<file path="config.mk">
export PLATFORM = sky130hd
export DESIGN_NAME = fp_div_iter_flat
export DESIGN_NICKNAME = d
export VERILOG_FILES = /design/src/rtl/fp_div_iter_if.sv /design/src/rtl/fp_div_iter.sv /design/src/flat_wrapper.sv
export SDC_FILE = /design/constraint.sdc
export NUM_CORES = 1
export LEC_CHECK = 0
export BUFFER_PORTS_ARGS = -buffer_cell sky130_fd_sc_hd__buf_2
export CORE_ASPECT_RATIO = 1.4
export CORE_MARGIN = 5
export CORE_UTILIZATION = 54
export CTS_CLUSTER_DIAMETER = 200
export DETAILED_ROUTE_END_ITERATION = 16
export GPL_ROUTABILITY_DRIVEN = 1
export PLACE_DENSITY_LB_ADDON = 0.05
export SLEW_MARGIN = 20
export SYNTH_ARGS = -nofsm -noshare
export SYNTH_HDL_FRONTEND = slang
export SYNTH_SLANG_ARGS = --single-unit
</file>
<file path="constraint.sdc">
create_clock -name clk -period 2.67 [get_ports clk]
set_input_delay 0.1335 -clock clk [delete_from_list [all_inputs] [get_ports clk]]
set_output_delay 0.1335 -clock clk [all_outputs]
set_load 0.005 [all_outputs]
</file>
<file path="src/rtl/fp_div_iter_if.sv">
// fp_div_iter_if: handshake and data bundle for the iterative fp32 divider.
//   in_valid / in_ready / a / b          : operand request (master -> slave)
//   out_valid / out_ready / result / flags : quotient response (slave -> master)
//   busy                                  : divider is not idle
// flags = {invalid, divzero, overflow, underflow, inexact}
interface fp_div_iter_if;
    logic        in_valid;
    logic        in_ready;
    logic [31:0] a;
    logic [31:0] b;
    logic        out_valid;
    logic        out_ready;
    logic [31:0] result;
    logic [4:0]  flags;
    logic        busy;

    modport master (
        output in_valid, a, b, out_ready,
        input  in_ready, out_valid, result, flags, busy
    );

    modport slave (
        input  in_valid, a, b, out_ready,
        output in_ready, out_valid, result, flags, busy
    );
endinterface

</file>
<file path="src/rtl/fp_div_iter.sv">
// fp_div_iter: iterative IEEE-754 single-precision divider, result = a / b.
// Radix-2 restoring mantissa division, round-to-nearest-even, full special-case
// handling. One operation in flight; IDLE -> PREP -> DIV x NDIV -> ROUND -> DONE.
// Ports:
//   clk  : clock, all state on the rising edge
//   rst  : synchronous active-high reset, discards any operation in flight
//   io   : fp_div_iter_if.slave (operands in, quotient/flags out, busy)
// Parameter BITS_PER_CYCLE (1 or 2): quotient bits retired per DIV cycle.
// Build option SUBNORMAL_EN: when defined, subnormal inputs are pre-normalised
// and tiny results are gradually underflowed; when undefined, subnormal inputs
// read as zero and tiny results flush to signed zero.
module fp_div_iter #(
    parameter int BITS_PER_CYCLE = 1
) (
    input  logic        clk,
    input  logic        rst,
    fp_div_iter_if.slave io
);
    localparam int NDIV = 26 / BITS_PER_CYCLE;

    typedef enum logic [2:0] {S_IDLE, S_PREP, S_DIV, S_ROUND, S_DONE} state_t;

    state_t             state_q, state_d;
    logic [31:0]        a_q, a_d, b_q, b_d;
    logic               sign_q, sign_d;
    logic signed [9:0]  exp_q, exp_d;
    logic [25:0]        rem_q, rem_d;
    logic [23:0]        mb_q, mb_d;
    logic [25:0]        quo_q, quo_d;
    logic [4:0]         cnt_q, cnt_d;
    logic [31:0]        result_q, result_d;
    logic [4:0]         flags_q, flags_d;

`ifdef SUBNORMAL_EN
    function automatic logic [4:0] lzc24(input logic [23:0] v);
        logic [4:0] n;
        n = 5'd24;
        for (int i = 0; i < 24; i++)
            if (v[i]) n = 5'(23 - i);
        return n;
    endfunction
`endif

    // Returns {unbiased-with-bias exponent (10b signed), mantissa with leading one at bit 23}.
    function automatic logic [33:0] unpack(input logic [31:0] x);
        logic [23:0]       m;
        logic signed [9:0] e;
`ifdef SUBNORMAL_EN
        logic [4:0]        lz;
        if (x[30:23] == 8'd0) begin
            lz = lzc24({1'b0, x[22:0]});
            m  = {1'b0, x[22:0]} << lz;
            e  = 10'sd1 - signed'({5'd0, lz});
        end else begin
            m = {1'b1, x[22:0]};
            e = signed'({2'b00, x[30:23]});
        end
`else
        m = {1'b1, x[22:0]};
        e = signed'({2'b00, x[30:23]});
`endif
        return {e, m};
    endfunction

    // ---------------- PREP decode ----------------
    logic              a_nan, b_nan, a_inf, b_inf, a_zero, b_zero, sgn;
    logic [23:0]       ma_n, mb_n;
    logic signed [9:0] ea_n, eb_n, exp_pre;
    logic [25:0]       rem_pre;

    always_comb begin
        a_nan  = (a_q[30:23] == 8'hFF) && (a_q[22:0] != 23'd0);
        b_nan  = (b_q[30:23] == 8'hFF) && (b_q[22:0] != 23'd0);
        a_inf  = (a_q[30:23] == 8'hFF) && (a_q[22:0] == 23'd0);
        b_inf  = (b_q[30:23] == 8'hFF) && (b_q[22:0] == 23'd0);
`ifdef SUBNORMAL_EN
        a_zero = (a_q[30:0] == 31'd0);
        b_zero = (b_q[30:0] == 31'd0);
`else
        a_zero = (a_q[30:23] == 8'd0);
        b_zero = (b_q[30:23] == 8'd0);
`endif
        sgn = a_q[31] ^ b_q[31];
        {ea_n, ma_n} = unpack(a_q);
        {eb_n, mb_n} = unpack(b_q);
        exp_pre = ea_n - eb_n + 10'sd127;
        // Pre-scale the dividend so the quotient lands in [1,2).
        if (ma_n < mb_n) begin
            rem_pre = {1'b0, ma_n, 1'b0};
            exp_pre = exp_pre - 10'sd1;
        end else begin
            rem_pre = {2'b00, ma_n};
        end
    end

    // ---------------- DIV step ----------------
    logic [25:0] rem_nx, quo_nx;

    always_comb begin
        rem_nx = rem_q;
        quo_nx = quo_q;
        for (int i = 0; i < BITS_PER_CYCLE; i++) begin
            if (rem_nx >= {2'b00, mb_q}) begin
                rem_nx = (rem_nx - {2'b00, mb_q}) << 1;
                quo_nx = {quo_nx[24:0], 1'b1};
            end else begin
                rem_nx = rem_nx << 1;
                quo_nx = {quo_nx[24:0], 1'b0};
            end
        end
    end

    // ---------------- ROUND ----------------
    // quo_q = 1.xxx (23 frac) | guard | round ; remainder supplies sticky.
    logic              g, r, s, tiny;
    logic [24:0]       m25;
    logic signed [9:0] e_r;
    logic [31:0]       rnd_res;
    logic [4:0]        rnd_flg;
`ifdef SUBNORMAL_EN
    logic signed [9:0] sh_v;
    logic [4:0]        sh;
    logic [51:0]       shv;
    logic              s2;
    logic [23:0]       m24;
`endif

    always_comb begin
        g    = quo_q[1];
        r    = quo_q[0];
        s    = (rem_q != 26'd0);
        tiny = (exp_q <= 10'sd0);
        m25  = {1'b0, quo_q[25:2]} + {24'd0, g & (r | s | quo_q[2])};
        // A carry out of the mantissa means it rounded up to 2.0.
        e_r  = m25[24] ? exp_q + 10'sd1 : exp_q;
        rnd_res = {sign_q, e_r[7:0], m25[24] ? 23'd0 : m25[22:0]};
        rnd_flg = {4'b0000, g | r | s};
`ifdef SUBNORMAL_EN
        sh_v = 10'sd1 - exp_q;
        sh   = 5'd0;
        shv  = '0;
        s2   = 1'b0;
        m24  = '0;
`endif
        if (tiny) begin
`ifdef SUBNORMAL_EN
            // Denormalise: shift so the exponent becomes the minimum; lost bits join sticky.
            sh  = (sh_v > 10'sd27) ? 5'd27 : sh_v[4:0];
            shv = {quo_q, 26'd0} >> sh;
            s2  = s | (shv[25:0] != 26'd0);
            m24 = shv[51:28] + {23'd0, shv[27] & (shv[26] | s2 | shv[28])};
            // Rounding up into the hidden bit yields the smallest normal.
            rnd_res = {sign_q, 7'd0, m24[23], m24[22:0]};
            rnd_flg = {3'b000, shv[27] | shv[26] | s2, shv[27] | shv[26] | s2};
`else
            rnd_res = {sign_q, 31'd0};
            rnd_flg = 5'b00011;
`endif
        end else if (e_r >= 10'sd255) begin
            rnd_res = {sign_q, 8'hFF, 23'd0};
            rnd_flg = 5'b00101;
        end
    end

    // ---------------- FSM / next state ----------------
    always_comb begin
        state_d  = state_q;
        a_d      = a_q;
        b_d      = b_q;
        sign_d   = sign_q;
        exp_d    = exp_q;
        rem_d    = rem_q;
        mb_d     = mb_q;
        quo_d    = quo_q;
        cnt_d    = cnt_q;
        result_d = result_q;
        flags_d  = flags_q;
        case (state_q)
            S_IDLE: begin
                if (io.in_valid) begin
                    a_d     = io.a;
                    b_d     = io.b;
                    state_d = S_PREP;
                end
            end
            S_PREP: begin
                sign_d  = sgn;
                state_d = S_DONE;
                if (a_nan || b_nan) begin
                    result_d = 32'h7FC00000;
                    flags_d  = 5'b00000;
                end else if ((a_zero && b_zero) || (a_inf && b_inf)) begin
                    result_d = 32'h7FC00000;
                    flags_d  = 5'b10000;
                end else if (b_zero && !a_inf) begin
                    result_d = {sgn, 8'hFF, 23'd0};
                    flags_d  = 5'b01000;
                end else if (a_inf) begin
                    result_d = {sgn, 8'hFF, 23'd0};
                    flags_d  = 5'b00000;
                end else if (b_inf || a_zero) begin
                    result_d = {sgn, 31'd0};
                    flags_d  = 5'b00000;
                end else begin
                    exp_d   = exp_pre;
                    rem_d   = rem_pre;
                    mb_d    = mb_n;
                    quo_d   = '0;
                    cnt_d   = 5'(NDIV - 1);
                    state_d = S_DIV;
                end
            end
            S_DIV: begin
                rem_d = rem_nx;
                quo_d = quo_nx;
                cnt_d = cnt_q - 5'd1;
                if (cnt_q == 5'd0) state_d = S_ROUND;
            end
            S_ROUND: begin
                result_d = rnd_res;
                flags_d  = rnd_flg;
                state_d  = S_DONE;
            end
            S_DONE: begin
                if (io.out_ready) begin
                    result_d = '0;
                    flags_d  = '0;
                    state_d  = S_IDLE;
                end
            end
            default: state_d = S_IDLE;
        endcase
    end

    always_ff @(posedge clk) begin
        if (rst) begin
            state_q  <= S_IDLE;
            a_q      <= '0;
            b_q      <= '0;
            sign_q   <= 1'b0;
            exp_q    <= '0;
            rem_q    <= '0;
            mb_q     <= '0;
            quo_q    <= '0;
            cnt_q    <= '0;
            result_q <= '0;
            flags_q  <= '0;
        end else begin
            state_q  <= state_d;
            a_q      <= a_d;
            b_q      <= b_d;
            sign_q   <= sign_d;
            exp_q    <= exp_d;
            rem_q    <= rem_d;
            mb_q     <= mb_d;
            quo_q    <= quo_d;
            cnt_q    <= cnt_d;
            result_q <= result_d;
            flags_q  <= flags_d;
        end
    end

    assign io.in_ready  = (state_q == S_IDLE);
    assign io.out_valid = (state_q == S_DONE);
    assign io.busy      = (state_q != S_IDLE);
    assign io.result    = result_q;
    assign io.flags     = flags_q;
endmodule
</file>
<file path="src/flat_wrapper.sv">
// flat-port wrapper written by rule: the top's interface ports become plain ports
module fp_div_iter_flat 
#(
    parameter int BITS_PER_CYCLE = 1
)
  (clk, rst, io_in_valid, io_a, io_b, io_out_ready, io_in_ready, io_out_valid, io_result, io_flags, io_busy);
  fp_div_iter_if io_i ();
  input  logic clk;
  input  logic rst;
  input wire logic [$bits(io_i.in_valid)-1:0] io_in_valid;
  input wire logic [$bits(io_i.a)-1:0] io_a;
  input wire logic [$bits(io_i.b)-1:0] io_b;
  input wire logic [$bits(io_i.out_ready)-1:0] io_out_ready;
  output wire logic [$bits(io_i.in_ready)-1:0] io_in_ready;
  output wire logic [$bits(io_i.out_valid)-1:0] io_out_valid;
  output wire logic [$bits(io_i.result)-1:0] io_result;
  output wire logic [$bits(io_i.flags)-1:0] io_flags;
  output wire logic [$bits(io_i.busy)-1:0] io_busy;
  assign io_i.in_valid = io_in_valid;
  assign io_i.a = io_a;
  assign io_i.b = io_b;
  assign io_i.out_ready = io_out_ready;
  assign io_in_ready = io_i.in_ready;
  assign io_out_valid = io_i.out_valid;
  assign io_result = io_i.result;
  assign io_flags = io_i.flags;
  assign io_busy = io_i.busy;
  fp_div_iter #(.BITS_PER_CYCLE(BITS_PER_CYCLE)) u_core (.clk(clk), .rst(rst), .io(io_i));
endmodule
</file>
==> metrics <==
Die Span Y=179 um; WL final=32.7 mm; CP peak stage delay=370 ps; Period Utilization, post-route=105%; root buffer cell=clkbuf_16; count leader, synth=nand2_1; vias=11111; maxcap violations=0; CTS tree=built; Top FF cell, synth=dfxtp_1; pin count of the biggest net entering global routing=79; Crit. Startpoint=u_core.rem_q[0]; clk_skew=10.4 ps; Final Util=72.9%; WL/cell=16.5 um; DRT antenna net count=0; Die X=131 um; RSZ-0062 raised after global routing=true; P_leak=6.11 nW; H-tree Lvls=4; peak supply drop=0.000617 V; Worst EP required=3020 ps; Yosys cell types=70; vias in the first global route=10677; Port-buffer cells=107; CP Max Fanout=5; ant diodes=0; area grow syn2layout=34.2%; antenna violations before repair=0; sequential share of the synthesized area=35.5%; crit path DAT=3150 ps; HP Class=in -> reg; CP max-delay cell=a311oi_2; crit path to=u_core.rem_q[15]; worst setup margin=-134 ps; Reg2Reg Setup Slack=-130 ps; Core Region=20300 sq um; violated checks=setup timing; reg-to-reg endpoint=u_core.rem_q[15]; Clock Latency Late Sink=440 ps; Post-Syn Area=11000 sq um; Fin. Hold Viols=0; Starting DRT DRC Count=675; # rows=62; CP Launch Type=flop; Final Critical Period=2800 ps; Final Cell Area=14800 sq um; CP Buf/Inv Count=3; R2R depth=13; YS warnings=0; I/O pin cnt=108; slew at the pin closest to its max-slew limit=835 ps; status=finished, violations left; 1st-pass router iterations=5; Final Wtd Congestion=0.890; reg2reg start=u_core.rem_q[0]; total track usage=27.7%; synth top area cells=dfxtp_1 36%, nand2_1 9.0%, a21oi_1 7.3%, ha_1 6.9%, mux2i_1 4.0%; total CTS buffers=17; Yosys reg bits=196; Total Nets Final=1837; layout cells sized above 1=24.9%; setup violators final=24; Synth top cells by count=266 x nand2_1, 196 x dfxtp_1, 160 x a21oi_1, 79 x nor2_1, 74 x inv_1; Slew HR=44.3%; critical path class=reg -> reg; Crit path depth=13; die area=23400 sq um; area of placed instances=12900 sq um; Net Count, Synth=1546; Sink Count=196; cell count after synthesis=1415; Power Total=0.0129 W; GRT overflow=0; Synth top area share=35.5%; vias per std cell=5.63; cell accounting for the most synthesized area=dfxtp_1; Clock Tree Buf Depth=2; CP most frequent cell=buf_12; Final Max Tran Viols=0; Syn Area/Cell=7.80 sq um; Post-synth EDFFs=0; Setup TNS=-1870 ps; PD cells=870 nW/um^2; DRC=0; CP Cell Sequence=inv_2 > ha_4 > fa_2 > nor2b_2 > o31a_1 > o221ai_2 > nand4_1 > a311oi_2 > o21bai_4 > buf_12 > buf_12 > mux2i_1 > a221oi_1; Critical Path Sink Type=flop; initial core utilization=54.3%; Max Clk Rate=357 MHz; Clock Pin Slew Worst Setup and Hold Paths=80 ps; Largest delay share family, worst path=compound AO/OA/AOI/OAI gates; ys async rst share=0%; HPWL Detailed=22.7 mm; first-pass GRT wire length=52.2 mm
worst min-delay path by stage:
stage                         to         from  slack (ps)  cells past startpoint
6_report       u_core.state_q[0]  io_in_valid          70                      3
2_1_floorplan     u_core.a_q[31]     io_a[31]         270                      2
3_3_place_gp       u_core.a_q[5]      io_a[5]         380                      3
5_1_grt        u_core.state_q[0]  io_in_valid         110                      3
4_1_cts        u_core.state_q[0]  io_in_valid          50                      3
3_5_place_dp      u_core.b_q[14]     io_b[14]         380                      3
per-layer routing:
| metal | wire (um) | global-route usage [%] | part of all wire [%] | up-vias |
|---|---|---|---|---|
| met5 | 0 | 0 | 0 | - |
| met4 | 906 | 9.09 | 2.8 | 0 |
| met3 | 1560 | 4.11 | 4.8 | 61 |
| met2 | 16600 | 49.2 | 51 | 313 |
| met1 | 13600 | 34.0 | 42 | 5161 |
| li1 | - | - | - | 5576 |
worst reg2reg max path, delay by kind of cell, from the launching register on:
kind	cells	cell delay, ps
compound gates	5	1280
fa+ha+maj	2	360
buf+inv	3	350
flops	1	330
mux	1	120
simple gates	2	270
cells by family (layout without fill, tap and decap cells):
family,count (synthesis),count (layout),synth area share [%]
adders and majority gates,63,63,7.27
and+or+nand+nor,547,547,22.8
muxes,49,49,4.50
buffers and inverters,148,452,5.31
AOI/OAI and AO/OA,349,349,19.5
DFF,196,196,35.5
xor gates and xnor gates,63,63,5.00
power breakdown:
| part | switching (W) | internal (W) | leakage [nW] | total, W |
|---|---|---|---|---|
| Sequential | 0.000217 | 0.00317 | 1.60 | 0.00339 |
| Combinational | 0.00334 | 0.00332 | 4.20 | 0.00667 |
| Clock | 0.00124 | 0.00160 | 0.313 | 0.00284 |
| Total | 0.00480 | 0.00809 | 6.11 | 0.0129 |
layout make-up:
type	count	area (sq um)
Multi-Input combinational cell	1071	6990
Fill cell	1568	5510
Sequential cell	196	3940
Timing Repair Buffer	346	2650
Clock buffer	17	425
Tap cell	256	320
Inverter	74	278
Clock inverter	15	213
sequential cells by signal, summed over array words and instances (netlist names):
signal and cells:
u_core.a_q 32, u_core.b_q 32, u_core.io.result 32, u_core.quo_q 26, u_core.rem_q 26, u_core.mb_q 24, u_core.exp_q 10, u_core.cnt_q 5
u_core.io.flags 5, u_core.state_q 3, u_core.sign_q 1
layout by cell type, fill, tap and decap left out, drive strengths merged, types with 10 or more instances in the layout:
| cell type | n |
|---|---|
| buf | 281 |
| nand2 | 266 |
| dfxtp | 196 |
| a21oi | 160 |
| inv | 82 |
| nor2 | 80 |
| dlygate4sd3 | 65 |
| o21ai | 62 |
| ha | 61 |
| nand3 | 60 |
| mux2i | 44 |
| xnor2 | 35 |
| nor3 | 30 |
| xor2 | 28 |
| nor4 | 25 |
| nand4 | 22 |
| clkbuf | 17 |
| a221oi | 16 |
| o21a | 14 |
| and3 | 14 |
| a311oi | 14 |
| a211oi | 14 |
| nor2b | 12 |
| and2 | 10 |
what timing repair did:
item	4_1_cts	5_1_grt
gates cloned	2	1
buffers inserted	8	8
hold buffers	65	0
endpoints found under the hold margin	65	0
setup endpoints to repair	41	70
pin swaps	31	43
gates resized for setup	31	82
stage by stage:
step	hold slack [ps]	setup WS, ps	instances
detailed placement	379	-145	1862
global placement	375	-185	1862
global route	108	-243	1975
CTS	54.6	-68.6	1969
finish	67.9	-134	1975
floorplan	269	-3.49	1415
Note: power is estimated with default switching activity, not from simulation.
